[config.mk]
export PLATFORM = sky130hd
export DESIGN_NAME = riscv_rf_ctx_sequencer
export DESIGN_NICKNAME = d
export VERILOG_FILES = /design/src/rtl/riscv_rf_ctx_pkg.sv /design/src/rtl/riscv_rf_ctx_sequencer.sv
export SDC_FILE = /design/constraint.sdc
export NUM_CORES = 1
export LEC_CHECK = 0
export CAP_MARGIN = 20
export CORE_UTILIZATION = 25
export CTS_CLUSTER_SIZE = 20
export DETAILED_ROUTE_END_ITERATION = 16
export HOLD_SLACK_MARGIN = 0.08
export PLACE_DENSITY = 0.57
export SYNTH_ARGS = -nofsm -noshare
export SYNTH_HDL_FRONTEND = slang
export SYNTH_SLANG_ARGS = --single-unit
[constraint.sdc]
create_clock -name clk -period 5.9 [get_ports clk]
set_clock_uncertainty 0.15 [all_clocks]
set_input_delay 1.77 -clock clk [delete_from_list [all_inputs] [get_ports clk]]
set_output_delay 1.77 -clock clk [all_outputs]
set_load 0.005 [all_outputs]
[src/rtl/riscv_rf_ctx_pkg.sv]
// Shared definitions for the register-file context save/restore sequencer.
package riscv_rf_ctx_pkg;

    localparam int unsigned WORD_BYTES = 4;

    typedef enum logic [2:0] {
        ST_IDLE,
        ST_SAVE_REQ,
        ST_SAVE_WAIT,
        ST_REST_REQ,
        ST_REST_WAIT,
        ST_DONE
    } ctx_state_e;

endpackage

[src/rtl/riscv_rf_ctx_sequencer.sv]
// Moves registers r1..r(NUM_REGS-1) to or from a word-aligned memory context area,
// one memory transaction at a time.
module riscv_rf_ctx_sequencer
    import riscv_rf_ctx_pkg::*;
#(
    parameter int unsigned ADDR_WIDTH = 5,
    parameter int unsigned DATA_WIDTH = 32,
    parameter int unsigned NUM_REGS   = 16
) (
    input  logic                  clk,
    input  logic                  rst_n,
    input  logic                  save_req_i,
    input  logic                  restore_req_i,
    input  logic [31:0]           base_addr_i,
    output logic                  busy_o,
    output logic                  done_o,
    output logic [ADDR_WIDTH-1:0] rf_raddr_o,
    input  logic [DATA_WIDTH-1:0] rf_rdata_i,
    output logic [ADDR_WIDTH-1:0] rf_waddr_o,
    output logic [DATA_WIDTH-1:0] rf_wdata_o,
    output logic                  rf_we_o,
    output logic                  mem_req_o,
    output logic                  mem_we_o,
    output logic [31:0]           mem_addr_o,
    output logic [DATA_WIDTH-1:0] mem_wdata_o,
    input  logic                  mem_gnt_i,
    input  logic                  mem_rvalid_i,
    input  logic [DATA_WIDTH-1:0] mem_rdata_i
);

    localparam int unsigned      IDX_W    = (NUM_REGS > 2) ? $clog2(NUM_REGS) : 1;
    localparam logic [IDX_W-1:0] LAST_IDX = IDX_W'(NUM_REGS - 1);

    ctx_state_e       state_q, state_d;
    logic [IDX_W-1:0] idx_q, idx_d;
    logic [31:0]      base_q, base_d;
    logic [31:0]      word_addr;

    // Plain 32-bit add: wrap past the top of the address space is intentional.
    assign word_addr = base_q + 32'(idx_q) * WORD_BYTES;

    always_ff @(posedge clk or negedge rst_n) begin
        if (!rst_n) begin
            state_q <= ST_IDLE;
            idx_q   <= '0;
            base_q  <= '0;
        end else begin
            state_q <= state_d;
            idx_q   <= idx_d;
            base_q  <= base_d;
        end
    end

    always_comb begin
        state_d     = state_q;
        idx_d       = idx_q;
        base_d      = base_q;
        busy_o      = (state_q != ST_IDLE);
        done_o      = 1'b0;
        rf_raddr_o  = '0;
        rf_waddr_o  = '0;
        rf_wdata_o  = '0;
        rf_we_o     = 1'b0;
        mem_req_o   = 1'b0;
        mem_we_o    = 1'b0;
        mem_addr_o  = '0;
        mem_wdata_o = '0;

        case (state_q)
            ST_IDLE: begin
                if (save_req_i || restore_req_i) begin
                    base_d  = base_addr_i & ~32'(WORD_BYTES - 1);
                    idx_d   = IDX_W'(1);
                    state_d = save_req_i ? ST_SAVE_REQ : ST_REST_REQ;
                end
            end
            ST_SAVE_REQ: begin
                mem_req_o   = 1'b1;
                mem_we_o    = 1'b1;
                mem_addr_o  = word_addr;
                rf_raddr_o  = ADDR_WIDTH'(idx_q);
                mem_wdata_o = rf_rdata_i;
                if (mem_gnt_i) state_d = ST_SAVE_WAIT;
            end
            ST_SAVE_WAIT: begin
                if (mem_rvalid_i) begin
                    if (idx_q == LAST_IDX) begin
                        state_d = ST_DONE;
                    end else begin
                        idx_d   = idx_q + 1'b1;
                        state_d = ST_SAVE_REQ;
                    end
                end
            end
            ST_REST_REQ: begin
                mem_req_o  = 1'b1;
                mem_addr_o = word_addr;
                if (mem_gnt_i) state_d = ST_REST_WAIT;
            end
            ST_REST_WAIT: begin
                if (mem_rvalid_i) begin
                    rf_we_o    = 1'b1;
                    rf_waddr_o = ADDR_WIDTH'(idx_q);
                    rf_wdata_o = mem_rdata_i;
                    if (idx_q == LAST_IDX) begin
                        state_d = ST_DONE;
                    end else begin
                        idx_d   = idx_q + 1'b1;
                        state_d = ST_REST_REQ;
                    end
                end
            end
            ST_DONE: begin
                done_o  = 1'b1;
                state_d = ST_IDLE;
            end
            default: state_d = ST_IDLE;
        endcase
    end

endmodule

==> metrics <==
GRT Util Overall roughly 17%; CP startpoint mem_rvalid_i; CTS tree yes; postcts setup bufs 0; Mean Syn Cell Area between 8 and 9 sq um; RSZ-0062 raised after global routing false; HP Start base_q[2]; Yosys cell types 50; max-cap violations 0; Overflow after GRT 0; R2R depth 4; Fin. Hold Viols 0; synthesized-area fraction occupied by adder cells around 2.7%; main combinational cell family by area after synthesis simple AND/OR/NAND/NOR gates; average wire per standard cell ~16 um; Async SR Flop Fraction 100%; initial antenna violation count 0; Ys Warns 0; clock sinks 37; Synth Flop Type dfrtp_1; initial drt markers ~140; DPL Wire Length approximately 8500 um; CP Max Fanout 35; Critical R2R Capture base_q[15]; row cnt 40; DRT Wirelength between 10,000 and 15,000 um; fin area 5350 sq um; Ant. Diodes 0; slowest library cell on the worst path clkdlybuf4s50_1; Max Fclk 181 MHz; status finished clean; Worst Tran Pin Value about 870 ps; compound-cell area share of the yosys netlist about an eighth; final max-slew violation count 0; total I/O pin count approximately 210; DRT antenna net count 0; number of synthesized register bits 37; Final setup viols 0; gpl congestion slightly above 0.7; vias in the first global route between 3k and 4k; clk root buf clkbuf_16; Via density about 4.7; Pwr per Cell Area around 410 nW/um^2; TritonRoute pass-1 iters 4; Hold Path Depth 1; die area 12,700 sq um; CTS Buf Count 5; R2R Path Start state_q[2]; clk slew on worst S/H paths about 50 ps; startpoint types primary input; maximum root-to-sink buffer count 2; Final nets 660; Fin Hold WS ~370 ps; Hold WC Path Type flip-flop to flip-flop; die height 113 um; Setup Crit Path Kind primary input to primary output; cts repair resizes 0; core box area between 10,000 and 15,000 sq um; post-synthesis mux area share roughly an eighth; largest net degree at the start of global routing 38; CP dominant cell by count clkdlybuf4s50_1; share of layout cells above drive strength 1 around 8.9%; crit end category primary output; mapped cell area 3070 sq um; area delta synth->final 74.4%; reg2reg setup slack about 3400 ps; Data required, critical path just under 4000 ps; Post-synth EDFFs 0; Starting Density between 20% and 30%; headroom to the max-slew limit 42.2%; period utilization between 90% and 100%; Area after DPL 5200 sq um; VDD IR max 0.000187 V; post-route DRC violation count 0; Slowest Stage Delay on Critical Path approximately 600 ps; minimum clock period between 5000 and 6000 ps; Port Buf Inserts a little over 200; clock latency on the worst-skew pair approximately 270 ps; Synth Instances around 360; CP endpoint rf_waddr_o[3]; P_leak slightly above 0.002 uW; sequential area share after synthesis between 30% and 40%; simple-gate share of the synthesized area a little over a third; CP Data Arrival Time ~3600 ps; crit-path cells clkdlybuf4s50_1, nand2_1, nor3_2, buf_4, and2_1, clkdlybuf4s50_1; xor and xnor area share after synthesis 0.857%; Via Count 3,306; first-pass GRT wire length around 17,000 um; cts hold-fix bufs 0; DIE WIDTH 113 um; H-tree level count 2; Total Neg Setup Slack 0 ps
## per-layer routing
layer,GRT usage (%),wire [um],up-vias
met2,29.1,5520,84
met1,22.1,4870,1564
li1,-,-,1653
met3,2.89,496,5
met5,0,0,-
met4,3.20,55,0
## power by group
part / internal, uW / total [uW] / switching [uW] / leakage (uW)
Combinational: 778 / 1360 / 577 / 0.00151
Sequential: 382 / 571 / 189 / 0.000443
Clock: 166 / 263 / 97.3 / 0.0000700
## critical path, delay by kind of cell
| kind | cells | cell delay (ps) |
|---|---|---|
| buffers and inverters | 3 | 1410 |
| and+or+nand+nor | 3 | 430 |
## per-stage QoR
stage / setup slack [ps] / utilization [%] / cells / total power (uW)
after detailed placement: 343 / 43.5 / 692 / 1950
after global routing: 169 / 44.7 / 699 / 2380
after CTS: 339 / 44.7 / 699 / 2220
after global placement: 353 / 43.5 / 692 / 1920
after floorplan: 1350 / - / 362 / 1250
final: 380 / 44.7 / 699 / 2190
## Yosys cell counts, drive strengths merged (9+ instances only)
cell type	instances	share of area (%)
buf	17	3.8
nand2b	10	2.0
o21ai	13	2.1
a21oi	22	3.7
nand2	29	3.6
dfrtp	37	30
clkbuf	11	1.3
or4	12	2.9
and2	69	14
o31ai	9	2.2
nand3	11	2.4
inv	9	1.1
nor2	11	1.3
mux2	27	9.9
## flip-flops by register name, indices dropped and copies added, names as in the netlist
register	cells
base_q	30
idx_q	4
state_q	3
## cell families (layout without fill, tap and decap cells)
family | Yosys count | count (layout)
and+or+nand+nor | 178 | 178
AOI/OAI and AO/OA | 64 | 64
DFF | 37 | 37
buffers and inverters | 37 | 227
muxes | 33 | 33
adders and majority gates | 6 | 6
xor gates and xnor gates | 3 | 3
other | 1 | 4
## worst min path at each step
stage / to
after floorplan: base_q[2]
after global placement: base_q[31]
after detailed placement: base_q[2]
after CTS: base_q[2]
after global routing: base_q[2]
final: base_q[2]
## cell usage in the layout, fill, tap and decap left out, drive strengths merged, types with 11 or more instances in the layout
master / count
a21oi: 22
and2: 69
clkdlybuf4s50: 205
dfrtp: 37
mux2: 27
nand2: 29
nand3: 11
nor2: 11
o21ai: 13
or4: 12
## cell type report
| class | instances | area, sq um |
|---|---|---|
| repair buffers | 211 | 2090 |
| flip-flops and latches | 37 | 926 |
| well taps | 147 | 184 |
| fillers | 1183 | 6620 |
| inverters | 9 | 33.8 |
| clock buffers | 7 | 143 |
| multi-input cells | 288 | 1960 |
No activity file was read; power rests on OpenSTA's default activity.
